## src/rtl/uart_pkg.sv

```systemverilog
// Shared UART definitions: transmitter state encoding, line levels and parity helper.
package uart_pkg;

  typedef enum logic [2:0] {
    IDLE   = 3'd0,
    FETCH  = 3'd1,
    LOAD   = 3'd2,
    START  = 3'd3,
    DATA   = 3'd4,
    PARITY = 3'd5,
    STOP   = 3'd6
  } tx_state_t;

  localparam logic TX_IDLE_LEVEL  = 1'b1;
  localparam logic TX_START_LEVEL = 1'b0;

  localparam int unsigned PARITY_MAX_W = 64;

  // Even parity of a zero-extended word; the extension bits never change the result.
  function automatic logic even_parity(input logic [PARITY_MAX_W-1:0] word);
    return ^word;
  endfunction

endpackage

```

## src/rtl/fifo_uart_tx_bit_timer.sv

```systemverilog
// Bit-period counter: counts 0..CLKS_PER_BIT-1 and pulses tick on the wrap cycle.
// Kept generic so the receiver can reuse it.
module bit_timer
  import uart_pkg::*;
#(
  parameter int unsigned CLKS_PER_BIT = 16,
  localparam int unsigned TW = $clog2(CLKS_PER_BIT)
) (
  input  logic          clk,
  input  logic          rst,
  input  logic          clear,
  output logic          tick,
  output logic [TW-1:0] count
);

  localparam logic [TW-1:0] CNT_ZERO = {TW{1'b0}};
  localparam logic [TW-1:0] CNT_ONE  = TW'(32'd1);
  localparam logic [TW-1:0] CNT_LAST = TW'(CLKS_PER_BIT - 32'd1);

  logic [TW-1:0] count_r;

  // Period counter, held at zero while cleared.
  always_ff @(posedge clk or posedge rst) begin
    if (rst) begin
      count_r <= CNT_ZERO;
    end else if (clear) begin
      count_r <= CNT_ZERO;
    end else if (count_r == CNT_LAST) begin
      count_r <= CNT_ZERO;
    end else begin
      count_r <= count_r + CNT_ONE;
    end
  end

  assign tick  = !clear && (count_r == CNT_LAST);
  assign count = count_r;

endmodule

```

## src/rtl/fifo_uart_tx.sv

```systemverilog
// Pops words from the upstream FIFO and sends each as a start/data/stop serial frame.
// Optional even parity bit: define FIFO_UART_TX_PARITY_EN.
module fifo_uart_tx
  import uart_pkg::*;
#(
  parameter int unsigned M            = 10,
  parameter int unsigned CLKS_PER_BIT = 16,
  parameter int unsigned STOP_BITS    = 1
) (
  input  logic         clk,
  input  logic         rst,
  input  logic         en,
  input  logic         fifo_empty,
  input  logic [M-1:0] fifo_data,
  output logic         fifo_rd,
  output logic         tx,
  output logic         busy,
  output logic         frame_done
);

  localparam int unsigned TW = $clog2(CLKS_PER_BIT);
  localparam int unsigned IW = $clog2(M) + 32'd1;

  localparam logic [IW-1:0] IDX_ZERO      = {IW{1'b0}};
  localparam logic [IW-1:0] IDX_ONE       = IW'(32'd1);
  localparam logic [IW-1:0] IDX_DATA_LAST = IW'(M - 32'd1);
  localparam logic [IW-1:0] IDX_STOP_LAST = IW'(STOP_BITS - 32'd1);
  // frame_done is registered, so it is armed one cycle before the final stop cycle
  localparam logic [TW-1:0] CNT_PRE_LAST  = TW'(CLKS_PER_BIT - 32'd2);

  tx_state_t     state_r, state_s;
  logic [M-1:0]  shift_r, shift_s;
  logic [IW-1:0] idx_r, idx_s;
  logic          tx_s, rd_s, busy_s, done_s;
  logic          tick_s, clear_s;
  logic [TW-1:0] count_s;

  assign clear_s = (state_r == IDLE) || (state_r == FETCH) || (state_r == LOAD);

  bit_timer #(
    .CLKS_PER_BIT(CLKS_PER_BIT)
  ) u_bit_timer (
    .clk  (clk),
    .rst  (rst),
    .clear(clear_s),
    .tick (tick_s),
    .count(count_s)
  );

`ifdef FIFO_UART_TX_PARITY_EN
  localparam tx_state_t AFTER_DATA = PARITY;
  logic parity_r;

  // Parity is fixed at load time, before the shifter consumes the word.
  always_ff @(posedge clk or posedge rst) begin
    if (rst) begin
      parity_r <= 1'b0;
    end else if (state_r == LOAD) begin
      parity_r <= even_parity(PARITY_MAX_W'(fifo_data));
    end else begin
      parity_r <= parity_r;
    end
  end
`else
  localparam tx_state_t AFTER_DATA = STOP;
`endif

  // Next state, datapath and next output values; outputs are derived from the next state.
  always_comb begin
    state_s = state_r;
    shift_s = shift_r;
    idx_s   = idx_r;
    case (state_r)
      IDLE: begin
        if (en && !fifo_empty) state_s = FETCH;
        else                   state_s = IDLE;
      end
      FETCH: state_s = LOAD;
      LOAD: begin
        shift_s = fifo_data;
        idx_s   = IDX_ZERO;
        state_s = START;
      end
      START: begin
        if (tick_s) state_s = DATA;
        else        state_s = START;
      end
      DATA: begin
        if (tick_s) begin
          shift_s = {1'b0, shift_r[M-1:1]};
          if (idx_r == IDX_DATA_LAST) begin
            idx_s   = IDX_ZERO;
            state_s = AFTER_DATA;
          end else begin
            idx_s   = idx_r + IDX_ONE;
            state_s = DATA;
          end
        end else begin
          state_s = DATA;
        end
      end
      PARITY: begin
        if (tick_s) state_s = STOP;
        else        state_s = PARITY;
      end
      STOP: begin
        if (tick_s && (idx_r == IDX_STOP_LAST)) begin
          idx_s   = IDX_ZERO;
          state_s = IDLE;
        end else if (tick_s) begin
          idx_s   = idx_r + IDX_ONE;
          state_s = STOP;
        end else begin
          state_s = STOP;
        end
      end
      default: state_s = IDLE;
    endcase

    tx_s = TX_IDLE_LEVEL;
    case (state_s)
      START:  tx_s = TX_START_LEVEL;
      DATA:   tx_s = shift_s[0];
`ifdef FIFO_UART_TX_PARITY_EN
      PARITY: tx_s = parity_r;
`else
      PARITY: tx_s = TX_IDLE_LEVEL;
`endif
      default: tx_s = TX_IDLE_LEVEL;
    endcase

    rd_s   = (state_s == FETCH);
    busy_s = (state_s != IDLE);
    done_s = (state_r == STOP) && (count_s == CNT_PRE_LAST) && (idx_r == IDX_STOP_LAST);
  end

  // State, datapath and registered outputs; reset drops the frame and idles the line at once.
  always_ff @(posedge clk or posedge rst) begin
    if (rst) begin
      state_r    <= IDLE;
      shift_r    <= {M{1'b0}};
      idx_r      <= IDX_ZERO;
      tx         <= TX_IDLE_LEVEL;
      fifo_rd    <= 1'b0;
      busy       <= 1'b0;
      frame_done <= 1'b0;
    end else begin
      state_r    <= state_s;
      shift_r    <= shift_s;
      idx_r      <= idx_s;
      tx         <= tx_s;
      fifo_rd    <= rd_s;
      busy       <= busy_s;
      frame_done <= done_s;
    end
  end

endmodule

```

## config.mk

```make
export PLATFORM = sky130hd
export DESIGN_NAME = fifo_uart_tx
export DESIGN_NICKNAME = d
export VERILOG_FILES = /design/src/rtl/uart_pkg.sv /design/src/rtl/fifo_uart_tx_bit_timer.sv /design/src/rtl/fifo_uart_tx.sv
export SDC_FILE = /design/constraint.sdc
export NUM_CORES = 1
export LEC_CHECK = 0
export ABC_AREA = 1
export CAP_MARGIN = 20
export CORE_MARGIN = 2
export CORE_UTILIZATION = 40
export DETAILED_ROUTE_END_ITERATION = 10
export GPL_ROUTABILITY_DRIVEN = 0
export SYNTH_ARGS = -nofsm -noshare
export SYNTH_HDL_FRONTEND = slang
export SYNTH_HIERARCHICAL = 1
export SYNTH_SLANG_ARGS = --single-unit
```

## constraint.sdc

```tcl
create_clock -name clk -period 5.5 [get_ports clk]
set_input_delay 0.55 -clock clk [delete_from_list [all_inputs] [get_ports clk]]
set_output_delay 0.55 -clock clk [all_outputs]
set_load 0.1 [all_outputs]
```

# Yosys cells after proc, flatten, opt, wreduce, memory -nomap -nowiden
# Index checks and enable logic that the tools add are counted.
dict set report classes {
  addsub 2
  n_eq_ne 14
  mux 17
  reduce_logical 16
}
# cell count
set op_table {}
lappend op_table {{$pmux W3 S7} 1}
lappend op_table {{$mux W5} 4}
lappend op_table {{$pmux W10 S2} 1}
lappend op_table {{$pmux W5 S3} 1}
lappend op_table {{$eq A3 B3 Y1 const B} 4}
lappend op_table {{$mux W10} 1}
lappend op_table {{$eq A3 B2 Y1 const B} 3}
lappend op_table {{$mux W3} 3}
lappend op_table {{$eq A4 B4 Y1 const B} 2}
lappend op_table {{$mux W4} 2}
lappend op_table {{$eq A3 B1 Y1 const B} 2}
lappend op_table {{$reduce_bool A3 Y1} 2}
lappend op_table {{$add A5 B1 Y5 const B} 1}
lappend op_table {{$eq A5 B4 Y1 const B} 1}
lappend op_table {{$logic_and A1 B1 Y1} 5}
lappend op_table {{$logic_not A5 Y1} 1}
lappend op_table {{$add A4 B1 Y4 const B} 1}
lappend op_table {{$mux W2} 2}
lappend op_table {{$logic_not A3 Y1} 1}
lappend op_table {{$ne A3 B3 Y1 const B} 1}
lappend op_table {{$reduce_and A3 Y1} 1}
lappend op_table {{$logic_not A1 Y1} 2}
lappend op_table {{$logic_or A1 B1 Y1} 2}
lappend op_table {{$ne A2 B2 Y1 const B} 1}
lappend op_table {{other kinds (4)} 4}
dict set report totals {
  regBits 26
  inputBits 14
  out_inout_bits 4
  wordCells 58
}

# Depth between registers and ports, before layout
# Gate-level depths: netlist of the first run.
dict set report logic_depth {
  depth_word 10
  mapped_depth 11
  mapped_depth_nobuf 11
}

# Cells and area by module
# Netlist of the first run, hierarchy kept.
# mod n_inst cells_each area_each_um2 seq_area_each_um2
set modules_own_cells {}
lappend modules_own_cells {fifo_uart_tx 1 147 1292.5 551.8}
lappend modules_own_cells {bit_timer 1 21 185.2 100.1}

# Least setup slack after synthesis of the first run
# OpenSTA, ideal clock, no wires.
dict set report synth_path {
  path_kind {register to register}
  from {register u_bit_timer.count_r[0], in the netlist u_bit_timer/count[0]}
  to {register busy}
  setup_ps 124
  t_arrival_ps 1614
  required_time_ps 5376
  path_slack_ps 3762
  path_stages_with_launch 10
  path_buffers 0
  synth_period_minus_slack_ps 1738
  cell_sequence {dfrtp_1 ha_1 nand3_1 nor2_1 inv_2 nand4_1 nand2_1 nor2_4 nand3_2 or2_1}
}
dict set report synth_via {
  elab_chain_len 6
  elab_cells_between_ends 9
  classes_between {eq/ne (1); mux (5); reduce/logical (3)}
}
# item line
set synth_lines {}
lappend synth_lines {{from (decl)} fifo_uart_tx_bit_timer.sv:20} ;# logic [TW-1:0] count_r;
lappend synth_lines {{from (signal assigned)} fifo_uart_tx_bit_timer.sv:31} ;# count_r <= count_r + CNT_ONE;
lappend synth_lines {{$eq A4 B4 Y1 *} fifo_uart_tx_bit_timer.sv:35} ;# assign tick = !clear && (count_r == CNT_LAST);
lappend synth_lines {{$logic_and A1 B1 Y1 *} fifo_uart_tx_bit_timer.sv:35}
lappend synth_lines {{via tick_s} fifo_uart_tx.sv:35} ;# logic tick_s, clear_s;
lappend synth_lines {{$logic_and A1 B1 Y1} fifo_uart_tx.sv:107} ;# if (tick_s && (idx_r == IDX_STOP_LAST)) begin
lappend synth_lines {{$mux W3} fifo_uart_tx.sv:107}
lappend synth_lines {{$pmux W3 S7 *} fifo_uart_tx.sv:73} ;# case (state_r)
lappend synth_lines {{$reduce_bool A3 Y1 *} fifo_uart_tx.sv:133} ;# busy_s = (state_s != IDLE);
lappend synth_lines {{via busy_s} fifo_uart_tx.sv:34} ;# logic tx_s, rd_s, busy_s, done_s;
lappend synth_lines {{to (signal assigned)} fifo_uart_tx.sv:153} ;# busy <= busy_s;
lappend synth_lines {{to (decl)} fifo_uart_tx.sv:17} ;# output logic busy,
# Mark *: on every way through the listed nets, which the timed path passes. The rest lies on a longest branch.
# A chain may end at the register's enable or synchronous reset.

# Worst setup path after layout of the first run
dict set report layout_path {
  from {register tx}
  to {output tx}
}
# item line
set layout_rtl {}
lappend layout_rtl {{from (decl)} fifo_uart_tx.sv:16} ;# output logic tx,
lappend layout_rtl {{from (signal assigned)} fifo_uart_tx.sv:151} ;# tx <= tx_s;
# No word-level cell between the ends.

==> flow_metrics.py, run 1 <==
metrics = {
    "run_status": {
        "status": "finished clean",
    },
    "layout": {
        "nFillCells": 359,
        "n_antenna_cell": 0,
        "final_layout_size_suffix_gt1_frac": 0.168,
        "multi_input_area_um2": 659,
        "utilization": 0.475,
        "syn_to_final_growth_pct": 15.8,
        "finalNonFillerCells": 233,
        "regArea_um2": 652,
        "fin_nets": 204,
    },
    "synth": {
        "yosysTopAreaCell": "dfrtp_1",
        "syn_nets": 186,
        "synth-seq-area-share": 0.441,
        "ys_ff_latch": 26,
        "synth.top_cell.area_share": 0.423,
        "synth-compound-area-share": 0.107,
        "synth_edf_count": 0,
        "synthTopCellsByArea": "dfrtp_1 42%, nand2_1 9.1%, inv_1 6.1%",
        "synthFlopType": "dfrtp_1",
        "synth_top_family_by_area": "simple AND/OR/NAND/NOR gates",
        "synth_cell_types": 33,
        "ys.warnings.count": 6,
        "synthAdderAreaFrac": 0.0339,
        "synth_area_per_cell_um2": 8.80,
        "synth.most_common_cell": "nand2_1",
        "synth_common_cells": "36 x nand2_1, 25 x dfrtp_1, 24 x inv_1",
        "synth.mux.area_fraction": 0,
        "postSynth.asyncResetShare": 1.00,
        "synth_xor_area_frac": 0.0119,
        "synthCells": 168,
        "synthSimpleGateAreaFrac": 0.294,
        "synth_area_mm2": 0.00148,
    },
    "timing": {
        "setup-violations-final": 0,
        "whs_ns": 0.475,
        "max_freq_mhz": 408,
        "finalMaxSlewViolations": 0,
        "tns_ns": 0,
        "relSlewSlack": 0.357,
        "period_needed_ns": 2.45,
        "worstMarginPinSlew_ns": 0.961,
        "fin_worst_skew_ns": 0.00819,
        "finalCritPeriodShare": 0.445,
        "finalHoldViolCount": 0,
        "rsz0062_at_grt": "no",
    },
    "setup_path": {
        "crit_path_max_incr_delay_ns": 1.12,
        "crit_type": "reg2out",
        "cp.arrival_ns": 1.90,
        "r2r-end": "busy$_DFF_PP0_",
        "cp-end-kind": "primary output",
        "start_kind": "flop",
        "regToRegSetupSlack_ns": 3.38,
        "critPathBufInv": 1,
        "r2r_start": "state_r[1]$_DFF_PP0_",
        "crit_family": "buffers and inverters",
        "cpMaxStageDelayCell": "clkdlybuf4s50_1",
        "r2r_cells": 8,
        "cp_max_fo": 1,
        "critPathRequiredTime_ns": 4.95,
        "crit_chain": "clkdlybuf4s50_1",
    },
    "routing": {
        "vias": 1124,
        "routed_wl_mm": 2.54,
        "route.detailed.wl_per_inst_um": 10.9,
        "via_per_inst": 4.82,
        "antenna_left": 0,
        "drtPass1Iterations": 4,
        "first_iter_violations": 30,
        "drc": 0,
    },
    "power_and_ir_drop": {
        "p_leak_nw": 0.851,
        "power_mw": 0.331,
        "ir_drop_uv": 83.5,
        "power.density_mw_per_mm2": 194,
    },
    "floorplan": {
        "dieArea_mm2": 0.00420,
        "std_cell_rows": 22,
        "die_w_um": 64.8,
        "die_h_um": 64.8,
        "num_io_pins": 18,
        "coreArea_mm2": 0.00361,
        "initial_utilization": 0.410,
    },
    "place": {
        "io_buffers": 17,
        "hpwlAfterDp_mm": 1.99,
        "placed_cells": 229,
    },
    "clock_network": {
        "cts_sinks": 26,
        "numCtsBuffers": 3,
        "cts_tree": "built",
        "hold_buffers": 0,
        "clock_latency_ns": 0.27,
        "clk_pin_slew_ns": 0.09,
        "clk_path_buf_depth": 2,
        "htreeDepth": 1,
        "root_buffer": "clkbuf_8",
        "cts_resized": 0,
        "postCtsSetupBuffers": 0,
    },
    "global_route": {
        "track_usage": 0.143,
        "use_met2": 0.254,
        "met1_usage": 0.171,
        "grt_pass1_vias": 1134,
        "use_met3": 0.0295,
        "grt_overflow": 0,
        "grt.busiest_layer": "met2",
        "grt_max_degree": 23,
        "antenna_found_initial": 0,
        "grt_pass1_wl_mm": 4.75,
    },
    "min_path": {
        "hold_path.class": "in2async",
    },
    "run": {
        "maxCapViolations": 0,
    },
}
-- report_power, final --
group,switching [mW],internal (mW)
registers,0.00111,0.195
clock network,0.0593,0.0518
logic,0.0119,0.0123
-- cells by family after synthesis --
| logic type | after synthesis |
|---|---|
| simple gates | 82 |
| buf+inv | 36 |
| flops | 26 |
| compound gates | 18 |
| fa+ha+maj | 4 |
| xor+xnor | 2 |
-- layer usage --
metal / vias to the layer above / share of wire
met5: - / 0
met1: 526 / 0.45
met3: 4 / 0.045
met2: 20 / 0.49
li1: 574 / -
met4: 0 / 0.010
-- cells in the final DEF, fill, tap and decap left out --
cell	count
clkbuf_8	3
nor4_1	2
inv_4	2
o22ai_1	1
ha_1	4
nor2_4	2
xor2_1	1
o21ai_0	2
o211ai_1	1
nor2b_1	1
nand2_2	2
dfstp_2	1
nor2_2	2
o21ai_1	2
o221ai_2	6
o21ai_2	1
clkbuf_1	1
nand3_2	2
nor2_8	1
inv_2	6
nor3_1	1
nand3_4	2
and3_1	1
xnor2_1	1
nand2_1	36
clkdlybuf4s50_1	17
nand4_1	6
nor3_2	1
inv_1	24
nor2_1	14
or2_1	1
a21oi_1	5
nand3_1	8
dfrtp_1	25
-- worst max-delay path by stage --
stage	start	endpoint	slack [ns]	cells after the start
final	tx$_DFF_PP1_	tx	3.05	1
after global routing	tx$_DFF_PP1_	tx	3.01	1
after CTS	tx$_DFF_PP1_	tx	3.04	1
after detailed placement	tx$_DFF_PP1_	tx	3.34	1
after global placement	tx$_DFF_PP1_	tx	3.34	1
after floorplan	u_bit_timer/count[0]$_DFF_PP0_	busy$_DFF_PP0_	3.76	9
-- final cells by class --
cell class	instances	area share
multi-input combinational	106	0.385
sequential	26	0.381
timing repair buffer	17	0.0994
inverter	32	0.0731
tap	48	0.0351
clock buffer	4	0.0263
-- through the flow --
| step | setup slack [ns] | area (um2) |
|---|---|---|
| finish | 3.05 | 1710 |
| global route | 3.01 | 1710 |
| CTS | 3.04 | 1710 |
| detailed placement | 3.34 | 1670 |
| global placement | 3.34 | 1670 |
| floorplan | 3.76 | 1480 |
-- state kept, by name, indices dropped and copies added, names as in the netlist --
signal / cells
state_r: 3
u_bit_timer/count: 4
frame_done: 1
fifo_rd: 1
tx: 1
shift_r: 10
busy: 1
idx_r: 5
Note: power is estimated with default switching activity, not from simulation.
==> run 2: changes to the inputs <==
clock period = 2.6 ns   (was 5.5 ns; I/O delays follow)
==> flow_metrics.py, run 2 (synthesis gave the netlist of run 1 again) <==
metrics = {
    "place": {
        "placed_area_mm2": 0.00166,
        "io_buffers": 17,
        "hpwlAfterDp_mm": 1.97,
    },
    "clock_network": {
        "cts_resized": 0,
        "clk_pin_slew_ns": 0.09,
        "clk_path_buf_depth": 2,
        "root_buffer": "clkbuf_8",
        "cts_sinks": 26,
        "htreeDepth": 1,
        "numCtsBuffers": 3,
        "hold_buffers": 0,
        "clock_latency_ns": 0.26,
        "cts_tree": "built",
        "postCtsSetupBuffers": 0,
    },
    "routing": {
        "routed_wl_mm": 2.49,
        "via_per_inst": 4.83,
        "vias": 1125,
        "drc": 0,
        "route.detailed.wl_per_inst_um": 10.7,
        "antenna_left": 0,
        "drtPass1Iterations": 4,
        "first_iter_violations": 50,
    },
    "run": {
        "maxCapViolations": 0,
    },
    "floorplan": {
        "initial_utilization": 0.410,
        "num_io_pins": 18,
        "dieArea_mm2": 0.00420,
        "die_h_um": 64.8,
        "coreArea_mm2": 0.00361,
        "std_cell_rows": 22,
        "die_w_um": 64.8,
    },
    "global_route": {
        "grt_pass1_vias": 1110,
        "grt_pass1_wl_mm": 4.64,
        "grt.busiest_layer": "met2",
        "grt_overflow": 0,
        "met1_usage": 0.168,
        "use_met2": 0.251,
        "grt_max_degree": 23,
        "antenna_found_initial": 0,
        "track_usage": 0.139,
        "use_met3": 0.0208,
    },
    "layout": {
        "final_common_cell": "nand2_1",
        "nFillCells": 365,
        "largest_reg_flops": 10,
        "utilization": 0.472,
        "syn_to_final_growth_pct": 15.2,
        "fin_nets": 204,
        "final_cell_mix": "36 x nand2_1, 25 x dfrtp_1, 24 x inv_1",
        "final_layout_size_suffix_gt1_frac": 0.189,
        "n_antenna_cell": 0,
        "regMostFlops": "shift_r",
        "fin_area_mm2": 0.00170,
    },
    "power_and_ir_drop": {
        "switching_power_mw": 0.147,
        "internal_power_mw": 0.547,
        "clockPowerShare": 0.329,
        "ir_drop_uv": 211,
        "netSwitchingFraction": 0.212,
        "power.density_mw_per_mm2": 408,
        "p_seq_frac": 0.597,
        "p_leak_nw": 0.856,
        "combPwrFrac": 0.074,
    },
    "timing": {
        "setup-violations-final": 0,
        "relSlewSlack": 0.424,
        "rsz0062_at_grt": "no",
        "max_freq_mhz": 476,
        "finalHoldViolCount": 0,
        "period_needed_ns": 2.10,
        "worstMarginPinSlew_ns": 0.863,
        "tns_ns": 0,
        "fin_worst_skew_ns": 0.00289,
        "finalMaxSlewViolations": 0,
        "finalCritPeriodShare": 0.809,
    },
    "setup_path": {
        "cp-end-kind": "flop",
        "critPathRequiredTime_ns": 2.75,
        "crit_type": "reg2reg",
        "r2r_start": "state_r[1]$_DFF_PP0_",
        "critPathLaunch": "state_r[1]$_DFF_PP0_",
        "cp.arrival_ns": 2.26,
        "start_kind": "flop",
        "cp_max_fo": 8,
    },
    "run_status": {
        "status": "finished clean",
    },
    "min_path": {
        "hold_path.class": "in2async",
    },
}
[run 2: area by class of cell]
type | instances | area, um2 | share of cell area
flip-flops and latches | 26 | 652 | 0.383
well taps | 48 | 60.1 | 0.0353
repair buffers | 17 | 160 | 0.0941
clock buffers | 4 | 45.0 | 0.0265
inverters | 32 | 125 | 0.0735
multi-input cells | 106 | 659 | 0.388
[run 2: final timing paths]
check                      cells past startpoint  slack, ns                              to
setup reg to reg                               8       0.50                  busy$_DFF_PP0_
setup / recovery                               8       0.50                  busy$_DFF_PP0_
hold / removal                                 2       0.19  u_bit_timer/count[0]$_DFF_PP0_
max in group asynchronous                      2       1.57            idx_r[1]$_DFFE_PP0P_
min in group clk                               2       0.50          shift_r[1]$_DFFE_PP0P_
hold reg to reg                                2       0.50          shift_r[1]$_DFFE_PP0P_
[run 2: critical path: stages, from the launching register on]
cell	delay (ns)
dfrtp_1	0.63
a21oi_1	0.20
nor2_1	0.49
nand3_1	0.14
nand2_1	0.16
nand2_2	0.08
inv_2	0.05
nand3_2	0.05
or2_1	0.20
[run 2: power groups by stage]
stage                     logic, mW  clock network [mW]  registers (mW)
after global routing         0.0570               0.257           0.416
after global placement       0.0516                   0           0.423
after detailed placement     0.0524                   0           0.423
after CTS                    0.0525               0.237           0.415
final                        0.0514               0.228           0.415
after floorplan              0.0206                   0           0.428
[run 2: metal layers]
layer,up-vias,part of all wire
li1,577,-
met1,524,0.45
met2,22,0.50
met3,2,0.040
met4,0,0.0076
met5,-,0
[run 2: through the flow]
step	setup WS (ns)	hold slack [ns]	cells	total power [mW]
floorplan	0.862	0.0261	168	0.449
detailed placement	0.533	0.483	229	0.475
global placement	0.594	0.474	229	0.474
CTS	0.511	0.195	233	0.704
finish	0.497	0.193	233	0.694
global route	0.291	0.216	233	0.729
==> run 3: changes to the inputs <==
clock period = 1.8 ns   (was 2.6 ns; I/O delays follow)
==> flow_metrics.py, run 3 (synthesis gave the netlist of run 1 again) <==
metrics = {
    "run_status": {
        "status": "finished clean",
    },
    "setup_path": {
        "critPathBufInv": 2,
        "crit_path_max_incr_delay_ns": 0.44,
        "cp_common_cell": "nand3_2",
        "regToRegSetupSlack_ns": 0.09,
        "cp-end-kind": "flop",
        "r2r-end": "busy$_DFF_PP0_",
        "cp_max_fo": 7,
        "start_kind": "flop",
        "crit_type": "reg2reg",
        "crit_chain": "ha_2 -> nand3_2 -> nor2_1 -> buf_4 -> inv_2 -> nand4_1 -> nand2_1 -> nor2_4 -> nand3_2 -> or2_1",
        "r2r_start": "u_bit_timer/count[0]$_DFF_PP0_",
        "cpMaxStageDelayCell": "dfrtp_1",
        "critPathRequiredTime_ns": 1.97,
        "r2r_cells": 10,
        "crit_family": "simple AND/OR/NAND/NOR gates",
        "cp.arrival_ns": 1.87,
    },
    "clock_network": {
        "cts_resized": 0,
        "postCtsSetupBuffers": 0,
        "cts_sinks": 26,
        "root_buffer": "clkbuf_8",
        "cts_tree": "built",
        "clk_path_buf_depth": 2,
        "clock_latency_ns": 0.28,
        "numCtsBuffers": 3,
        "hold_buffers": 0,
        "htreeDepth": 1,
        "clk_pin_slew_ns": 0.09,
    },
    "layout": {
        "fin_area_mm2": 0.00178,
        "n_antenna_cell": 0,
        "fin_nets": 210,
        "regMostFlops": "shift_r",
        "largest_reg_flops": 10,
        "final_cell_mix": "35 x nand2_1, 25 x dfrtp_1, 24 x inv_1",
        "final_common_cell": "nand2_1",
        "nFillCells": 358,
        "final_layout_size_suffix_gt1_frac": 0.241,
        "syn_to_final_growth_pct": 20.6,
    },
    "global_route": {
        "track_usage": 0.147,
        "grt_max_degree": 16,
        "grt_pass1_wl_mm": 4.87,
        "grt_pass1_vias": 1170,
        "antenna_found_initial": 0,
        "grt_overflow": 0,
    },
    "timing": {
        "relSlewSlack": 0.802,
        "finalMaxSlewViolations": 0,
        "whs_ns": 0.107,
        "setup-violations-final": 0,
        "worstMarginPinSlew_ns": 0.297,
        "max_freq_mhz": 586,
        "finalHoldViolCount": 0,
        "finalCritPeriodShare": 0.949,
        "fin_worst_skew_ns": 0.00598,
        "rsz0062_at_grt": "yes",
        "tns_ns": 0,
        "setup_ws_ns": 0.0922,
        "period_needed_ns": 1.71,
    },
    "power_and_ir_drop": {
        "ir_drop_uv": 227,
        "p_leak_nw": 0.905,
        "netSwitchingFraction": 0.217,
        "clockPowerShare": 0.362,
        "p_seq_frac": 0.564,
        "power.density_mw_per_mm2": 597,
        "combPwrFrac": 0.074,
        "switching_power_mw": 0.230,
        "internal_power_mw": 0.833,
    },
    "routing": {
        "first_iter_violations": 26,
        "via_per_inst": 4.91,
        "drtPass1Iterations": 4,
        "routed_wl_mm": 2.71,
        "route.detailed.wl_per_inst_um": 11.4,
        "vias": 1173,
        "drc": 0,
        "antenna_left": 0,
    },
    "place": {
        "place_ws_ns": 0.0930,
        "io_buffers": 17,
        "placed_area_mm2": 0.00171,
        "hpwlAfterDp_mm": 2.09,
    },
    "floorplan": {
        "initial_utilization": 0.410,
        "dieArea_mm2": 0.00420,
        "die_w_um": 64.8,
        "std_cell_rows": 22,
        "die_h_um": 64.8,
        "coreArea_mm2": 0.00361,
        "num_io_pins": 18,
    },
    "run": {
        "maxCapViolations": 0,
    },
    "min_path": {
        "hold_path.class": "in2async",
    },
}
run 3: power groups by stage:
stage / combinational (mW) / sequential (mW) / clock, mW
final: 0.0788 / 0.600 / 0.385
after global routing: 0.0876 / 0.601 / 0.430
after CTS: 0.0811 / 0.600 / 0.394
after detailed placement: 0.0807 / 0.612 / 0
after global placement: 0.0793 / 0.611 / 0
after floorplan: 0.0298 / 0.619 / 0
run 3: how the worst max path moves through the flow:
stage	startpoint	depth (start not counted)	endpoint	slack (ns)
after floorplan	u_bit_timer/count[0]$_DFF_PP0_	9	busy$_DFF_PP0_	0.06
after global placement	u_bit_timer/count[0]$_DFF_PP0_	8	busy$_DFF_PP0_	0.15
after detailed placement	u_bit_timer/count[0]$_DFF_PP0_	8	busy$_DFF_PP0_	0.09
after CTS	u_bit_timer/count[0]$_DFF_PP0_	11	tx$_DFF_PP1_	0.07
after global routing	u_bit_timer/count[0]$_DFF_PP0_	11	tx$_DFF_PP1_	-0.03
final	u_bit_timer/count[0]$_DFF_PP0_	10	busy$_DFF_PP0_	0.09
run 3: layer usage:
metal | up-vias | global-route usage | share of wire
met2 | 27 | 0.264 | 0.51
li1 | 584 | - | -
met3 | 3 | 0.0313 | 0.049
met5 | - | 0 | 0
met4 | 0 | 0.0479 | 0.0092
met1 | 559 | 0.172 | 0.43
run 3: per-stage QoR:
step	instances	total power, mW	util
3_3_place_gp	235	0.691	0.475
6_report	239	1.06	0.494
4_1_cts	239	1.07	0.491
3_5_place_dp	235	0.692	0.475
5_1_grt	239	1.12	0.494
2_1_floorplan	168	0.649	-
run 3: final cells by class:
type | instances | area, um2 | share of cell area
clock buffers | 4 | 55.1 | 0.0309
well taps | 48 | 60.1 | 0.0337
repair buffers | 23 | 218 | 0.122
flip-flops and latches | 26 | 652 | 0.366
multi-input cells | 106 | 672 | 0.377
inverters | 32 | 125 | 0.0702
run 3: worst register-to-register path: stages (launching register included):
cell and delay (ns):
dfrtp_1 0.44, ha_2 0.23, nand3_2 0.07, nor2_1 0.10, buf_4 0.16, inv_2 0.04, nand4_1 0.08, nand2_1 0.09
nor2_4 0.11, nand3_2 0.08, or2_1 0.20
